==> config.mk <==
export PLATFORM = sky130hd
export DESIGN_NAME = mem_bus_arbiter
export DESIGN_NICKNAME = d
export VERILOG_FILES = /design/src/rtl/mem_bus_arbiter_pkg.sv /design/src/rtl/mem_bus_arbiter_arb_pick.sv /design/src/rtl/mem_bus_arbiter.sv
export SDC_FILE = /design/constraint.sdc
export NUM_CORES = 1
export LEC_CHECK = 0
export CAP_MARGIN = 15
export CORE_MARGIN = 2
export CORE_UTILIZATION = 35
export CTS_CLUSTER_SIZE = 40
export DETAILED_ROUTE_END_ITERATION = 8
export GPL_TIMING_DRIVEN = 0
export PLACE_DENSITY = 0.71
export RECOVER_POWER = 50
export SYNTH_ARGS = -nofsm -noshare
export SYNTH_HDL_FRONTEND = slang
export SYNTH_SLANG_ARGS = --single-unit
==> constraint.sdc <==
create_clock -name clk -period 2 [get_ports clk]
set_input_delay 0.5 -clock clk [delete_from_list [all_inputs] [get_ports clk]]
set_output_delay 0.5 -clock clk [all_outputs]
set_load 0.05 [all_outputs]
==> src/rtl/mem_bus_arbiter_pkg.sv <==
`default_nettype none
// ============================================================================
// Module : mem_bus_arbiter_pkg
// Desc   : State and owner encodings shared by the memory bus arbiter blocks.
// Rev    : 1.0
// ============================================================================
package mem_bus_arbiter_pkg;

  typedef enum logic [2:0] {
    ST_IDLE     = 3'd0,
    ST_CPU_ADDR = 3'd1,
    ST_CPU_DATA = 3'd2,
    ST_DMA_ADDR = 3'd3,
    ST_DMA_DATA = 3'd4
  } arb_state_t;

  localparam logic c_own_cpu = 1'b0;
  localparam logic c_own_dma = 1'b1;

  // Wide enough for MAX_LOCK up to 15.
  localparam int c_lock_w = 4;

endpackage
`default_nettype wire

==> src/rtl/mem_bus_arbiter_arb_pick.sv <==
`default_nettype none
// ============================================================================
// Module : arb_pick
// Desc   : Combinational winner selector: lock-extended round-robin, CPU vs DMA.
// Rev    : 1.0
// ============================================================================
module arb_pick
  import mem_bus_arbiter_pkg::*;
#(
  parameter int MAX_LOCK = 4
) (
  input  logic                cpu_req,
  input  logic                dma_req,
  input  logic                dma_lock,
  input  logic                last_owner,
  input  logic [c_lock_w-1:0] lock_cnt,
  output logic                winner,
  output logic                valid
);

  localparam logic [c_lock_w-1:0] c_max_lock = c_lock_w'(MAX_LOCK);

  always_comb begin
    valid  = cpu_req | dma_req;
    winner = c_own_cpu;
    if (cpu_req && dma_req) begin
      // A locked DMA burst may extend its ownership until the lock budget runs out.
      if (dma_lock && (last_owner == c_own_dma) && (lock_cnt < c_max_lock)) begin
        winner = c_own_dma;
      end else begin
        winner = (last_owner == c_own_cpu) ? c_own_dma : c_own_cpu;
      end
    end else if (dma_req) begin
      winner = c_own_dma;
    end
  end

endmodule
`default_nettype wire

==> src/rtl/mem_bus_arbiter.sv <==
`default_nettype none
// ============================================================================
// Module : mem_bus_arbiter
// Desc   : Shares one single-port memory between cpu_core and a DMA requester
//          using 2-cycle address/data slots; stalls the CPU via cpu_ce.
// Rev    : 1.0
// ============================================================================
module mem_bus_arbiter
  import mem_bus_arbiter_pkg::*;
#(
  parameter int ADDR_W   = 16,
  parameter int DATA_W   = 8,
  parameter int MAX_LOCK = 4
) (
  input  logic              clk,
  input  logic              reset,
  input  logic              cpu_req,
  input  logic [ADDR_W-1:0] cpu_addr,
  input  logic              cpu_we,
  input  logic [DATA_W-1:0] cpu_wdata,
  output logic              cpu_ce,
  output logic [DATA_W-1:0] cpu_din,
  input  logic              dma_req,
  input  logic              dma_lock,
  input  logic [ADDR_W-1:0] dma_addr,
  input  logic              dma_we,
  input  logic [DATA_W-1:0] dma_wdata,
  output logic              dma_gnt,
  output logic              dma_rvalid,
  output logic [DATA_W-1:0] dma_rdata,
  output logic              mem_en,
  output logic              mem_we,
  output logic [ADDR_W-1:0] mem_addr,
  output logic [DATA_W-1:0] mem_wdata,
  input  logic [DATA_W-1:0] mem_rdata
);

  localparam logic [c_lock_w-1:0] c_max_lock = c_lock_w'(MAX_LOCK);

  arb_state_t          r_state;
  arb_state_t          w_state_nxt;
  logic                r_last_owner;
  logic [c_lock_w-1:0] r_lock_cnt;
  logic                r_slot_we;
  logic [DATA_W-1:0]   r_cpu_hold;
  logic [DATA_W-1:0]   r_dma_hold;
  logic                w_decide;
  logic                w_pick_owner;
  logic                w_pick_valid;
  logic                w_grant_cpu;
  logic                w_grant_dma;

  assign w_decide = (r_state == ST_IDLE) || (r_state == ST_CPU_DATA) ||
                    (r_state == ST_DMA_DATA);

  arb_pick #(
    .MAX_LOCK (MAX_LOCK)
  ) u_arb_pick (
    .cpu_req    (cpu_req),
    .dma_req    (dma_req),
    .dma_lock   (dma_lock),
    .last_owner (r_last_owner),
    .lock_cnt   (r_lock_cnt),
    .winner     (w_pick_owner),
    .valid      (w_pick_valid)
  );

  assign w_grant_cpu = w_decide && w_pick_valid && (w_pick_owner == c_own_cpu);
  assign w_grant_dma = w_decide && w_pick_valid && (w_pick_owner == c_own_dma);

  always_comb begin
    w_state_nxt = ST_IDLE;
    case (r_state)
      ST_CPU_ADDR: w_state_nxt = ST_CPU_DATA;
      ST_DMA_ADDR: w_state_nxt = ST_DMA_DATA;
      // IDLE, both DATA states, and any illegal code fall back to arbitration.
      default: begin
        if (w_grant_cpu) begin
          w_state_nxt = ST_CPU_ADDR;
        end else if (w_grant_dma) begin
          w_state_nxt = ST_DMA_ADDR;
        end
      end
    endcase
  end

  // Read data is forwarded straight from memory in the data cycle, then held.
  assign cpu_ce     = (r_state == ST_CPU_DATA);
  assign cpu_din    = (cpu_ce && !r_slot_we) ? mem_rdata : r_cpu_hold;
  assign dma_gnt    = (r_state == ST_DMA_ADDR);
  assign dma_rvalid = (r_state == ST_DMA_DATA) && !r_slot_we;
  assign dma_rdata  = dma_rvalid ? mem_rdata : r_dma_hold;

  always_ff @(posedge clk or negedge reset) begin
    if (!reset) begin
      r_state      <= ST_IDLE;
      r_last_owner <= c_own_dma;
      r_lock_cnt   <= '0;
      r_slot_we    <= 1'b0;
      r_cpu_hold   <= '0;
      r_dma_hold   <= '0;
      mem_en       <= 1'b0;
      mem_we       <= 1'b0;
      mem_addr     <= '0;
      mem_wdata    <= '0;
    end else begin
      r_state   <= w_state_nxt;
      mem_en    <= w_grant_cpu | w_grant_dma;
      mem_we    <= (w_grant_cpu & cpu_we) | (w_grant_dma & dma_we);
      mem_wdata <= w_grant_cpu ? cpu_wdata : (w_grant_dma ? dma_wdata : '0);

      if (w_grant_cpu) begin
        mem_addr     <= cpu_addr;
        r_slot_we    <= cpu_we;
        r_last_owner <= c_own_cpu;
      end else if (w_grant_dma) begin
        mem_addr     <= dma_addr;
        r_slot_we    <= dma_we;
        r_last_owner <= c_own_dma;
      end

      if (w_grant_cpu || !dma_lock) begin
        r_lock_cnt <= '0;
      end else if (w_grant_dma && (r_lock_cnt < c_max_lock)) begin
        r_lock_cnt <= r_lock_cnt + c_lock_w'(1);
      end

      if (cpu_ce && !r_slot_we) begin
        r_cpu_hold <= mem_rdata;
      end
      if (dma_rvalid) begin
        r_dma_hold <= mem_rdata;
      end
    end
  end

endmodule
`default_nettype wire

==> results <==
- For this run, design rule violations remaining after detail routing come to 0.
- The final count of pins violating max slew is 0.
- The tightest hold path in the finished design has a slack of between 0.3 and 0.4 ns.
- Of the available clock period, the critical path in the final layout requires 1.160.
- Synthesis produced between 150 and 200 cells.
- Setup violations remaining at the end of the flow were counted as 17.
- The first global-routing pass estimated slightly below 10000 um of wire.
- STA classifies the critical path endpoint as an output pin.
- For the pin with the worst max-slew slack, the measured transition is 1.052 ns.
- The post-detailed-route count of antenna-violating nets is 0.
- Of the total power, combinational logic draws 0.654.
- The number of diodes is 0.
- The worst setup path is launched from a register.
- Of the total power, registers draw 0.243.
- The kind of cell adding the most delay to the critical path is buffers and inverters.
- The floorplan step defined a die boundary enclosing 7070 um2.
- In this run, synthesis inferred 0 flip-flops with an integrated enable.
- The final worst setup slack is -0.3203 ns.
- Port buffering added 106 buffers.
- In the final layout, the multi-input gates occupy 935.9 um2.
- For this run, the post-layout net count is 367.
- Across every metal layer, demand over resource in global routing totals 0.1706.
- The die is approximately 84 um tall.
- The average instance in the mapped netlist occupies roughly 13 um2.
- In this run the power spent charging and discharging nets is ~3.1 mW.
- Entering global routing, the biggest net connects 34 pins.
- Counting the buffers created by CTS gives 5.
- The share of total power dissipated in the clock network is 0.104.
- The CTS sink count is between 50 and 60.
- The final setup skew is slightly above 0.008 ns.
- The root buffer cell chosen for the clock tree is clkbuf_8.
- Summing all flip-flop and latch instances after layout gives 1281 um2.
- The share of synthesized registers carrying an async set or reset is 1.000.
- The critical path goes through nor4b_4, buf_4, clkbuf_16, mux2_4, buf_8.
- In this run, synthesis produced a sequential element count of around 50.
- The vias per cell is 5.050.
- The maximum frequency from static timing analysis is 431.0 MHz.
- The maximum root-to-sink buffer count is 2.
- After clock tree synthesis, the clock-pin slew on the worst setup and hold paths is roughly 0.09 ns.
- The post-synthesis net count is approximately 230.
- In the final layout, the share of cells above drive strength 1 is 0.3125.
- The final critical delay including setup and external delays is approximately 2.3 ns.
- The longest individual stage delay on the worst path is between 0.4 and 0.5 ns.
- For this run, the number of Yosys warnings is 0.
- Dividing total power by cell area gives a power density of 1779 nW/um2.
- The final design utilization is 0.6189.
- The tool flagged a number of max-cap violations equal to 0.
- The clock latency at the later pin of the worst-skew pair is 0.30 ns.
- For the worst setup path, the data required time is 1.50 ns.
- The net switching fraction of the power is 0.4509.
- The start-to-end type of the worst setup path is reg -> out.
- During I/O placement, the number of pins put on the boundary was 108.
- The number of rows in the core area is 29.
- The HPWL reported at the end of detailed placement is approximately 4300 um.
- Compared with the post-synthesis result, the final layout area differs by 73.08%.
- The width of the die is 84.09 um.
- The layout has 493 filler cells.
- The deepest level of the CTS H-tree is 2.
- The count of hold buffers inserted by post-cts repair is 0.
- Along the worst path, the maximum fanout reaches 4.
- The hold violation total from the final report is 0.
- Setup total negative slack on the finished layout was measured at -4.642 ns.
- The congestion estimate from routability-driven global placement came to about 0.73.
- The total area inside the core boundary comes to approximately 6300 um2.
- In the final routed layout, each cell accounts on average for around 17 um.
- The proportion of synthesized chip area in sequential cells is 0.5691.
- At the worst endpoint, the arrival time is between 1.5 and 2 ns.
- The final reports fail on negative setup slack.
- The pre-antenna-repair detailed-routing pass consisted of 4 iterations.
- The routed layout has 1924 vias.
- Setup repair after global routing could not meet its margin everywhere.
- The dominant register cell in the synthesized netlist is dfrtp_1.
- Cell internal power was estimated by the tool at 3.794 mW.
- Global routing finished with a remaining overflow of 0.
- The worst-case IR drop observed on VDD is roughly 1.4 mV.
- For this configuration, the core starts out at a cell density of 0.3576.
- TritonCTS built the clock tree.
- The via count of the first global-routing pass was between 1500 and 2000.
- The number of antenna violations at the first check in global routing came to 0.
- The worst hold-check path type is in -> async.
- The total wirelength of the detailed-routed design is ~6400 um.
- The run finished, with violations left.
- The leakage component of the power is around 1.8 nW.
- The detailed router finished its first iteration with 67 violations.
- The synthesized area is around 2200 um2.
- The normalized max-slew margin is 0.2985.
- The number of buffer and inverter stages on the critical path is 3.
- After synthesis, the netlist uses 39 different library cells.
- The slowest cell on the critical path is dfrtp_2.
==> synth_stat cells (2+ instances only) <==
cell type  number  area share
a21o_1         13       0.043
a21oi_1         2      0.0045
a32o_1          9       0.040
buf_2           7       0.016
buf_6           2       0.010
dfrtp_1        50        0.56
inv_1           9       0.015
mux2_2         16       0.080
nand2_1         6       0.010
nor2_1          5      0.0084
nor3b_1         2      0.0067
o211ai_1        2      0.0067
o21ai_0         5       0.011
o221a_1         3       0.015
o221a_2         9       0.045
o221ai_1        4       0.016
==> stage by stage <==
stage | setup slack (ns) | power, mW | cells | cell area, um2
final | -0.3203 | 6.909 | 381 | 3885
after global routing | -0.3667 | 7.215 | 381 | 3885
after CTS | -0.3454 | 6.660 | 369 | 3721
after detailed placement | -0.7579 | 5.483 | 351 | 3428
after global placement | -1.267 | 5.413 | 350 | 3413
after floorplan | -0.4055 | 4.226 | 167 | 2256
==> layout make-up <==
class	count	share of cell area
well taps	77	0.02480
multi-input cells	97	0.2409
repair buffers	129	0.3491
clock buffers	6	0.01868
plain buffers	10	0.01836
flip-flops and latches	51	0.3298
inverters	9	0.008696
clock inverters	2	0.009662
==> routing by layer <==
metal | up-vias | track usage | routed length (um)
met5 | - | 0 | 0
met4 | 0 | 0.04399 | 38
met3 | 4 | 0.04649 | 495
met2 | 83 | 0.2778 | 3102
met1 | 931 | 0.2251 | 2791
li1 | 906 | - | -
==> power groups by stage <==
stage | combinational (mW) | clock, mW | sequential, mW
2_1_floorplan | 1.77 | 0 | 2.46
3_3_place_gp | 3.73 | 0 | 1.69
3_5_place_dp | 3.78 | 0 | 1.71
4_1_cts | 4.22 | 0.753 | 1.69
5_1_grt | 4.72 | 0.781 | 1.71
6_report | 4.52 | 0.717 | 1.68
==> placed cells by master (no fill, tap or decap), types with 2 or more instances in the layout <==
master and count:
a32o_1 9, buf_4 21, a21o_1 13, dlymetal6s2s_1 11, a21oi_1 2, dlygate4sd2_1 2, buf_2 9, mux2_4 16
nor2_1 5, clkbuf_1 2, buf_6 4, o211ai_1 2, buf_8 15, o221a_2 9, clkdlybuf4s50_1 73, o221a_1 3
clkbuf_8 5, o21ai_0 5, dfrtp_2 3, buf_12 2, inv_1 9, nor3b_1 2, dfrtp_1 47, o221ai_1 4
nand2_1 6
==> worst register-to-register path, delay by kind of cell (launching register included) <==
family | cells | cell delay, ns
and+or+nand+nor | 1 | 0.24
AOI/OAI and AO/OA | 2 | 0.54
buffers and inverters | 3 | 0.49
DFF | 1 | 0.42
==> registers in the layout, summed over array words and instances (netlist names), 3 cells and up <==
register and cells:
r_cpu_hold 8, r_state 3, mem_wdata 8, r_lock_cnt 4
mem_addr 16, r_dma_hold 8
==> worst paths after layout <==
path                              startpoint       endpoint  slack (ns)  depth (start not counted)
max in group asynchronous              reset      r_slot_we        0.29                          2
worst max register to register    r_state[2]   mem_addr[10]        0.19                          6
worst min-delay path                   reset  r_cpu_hold[1]        0.35                          1
min in group clk                    dma_lock  r_lock_cnt[3]        0.50                          2
worst max-delay path              r_state[1]   dma_rdata[1]       -0.32                          5
worst min register to register  r_last_owner   r_last_owner        0.50                          2
==> cell families after synthesis <==
kind of cell               synth area share
AOI/OAI and AO/OA                    0.2191
DFF                                  0.5691
and+or+nand+nor                     0.08195
buffers and inverters               0.04403
muxes                               0.08027
adders and majority gates          0.005573
==> repair_timing <==
action	4_1_cts	5_1_grt
buffers inserted	10	11
pin swaps	2	1
endpoints found under the setup margin	21	30
gates resized for setup	142	32
cloned	0	1
Power figures use the tool's default switching activity.
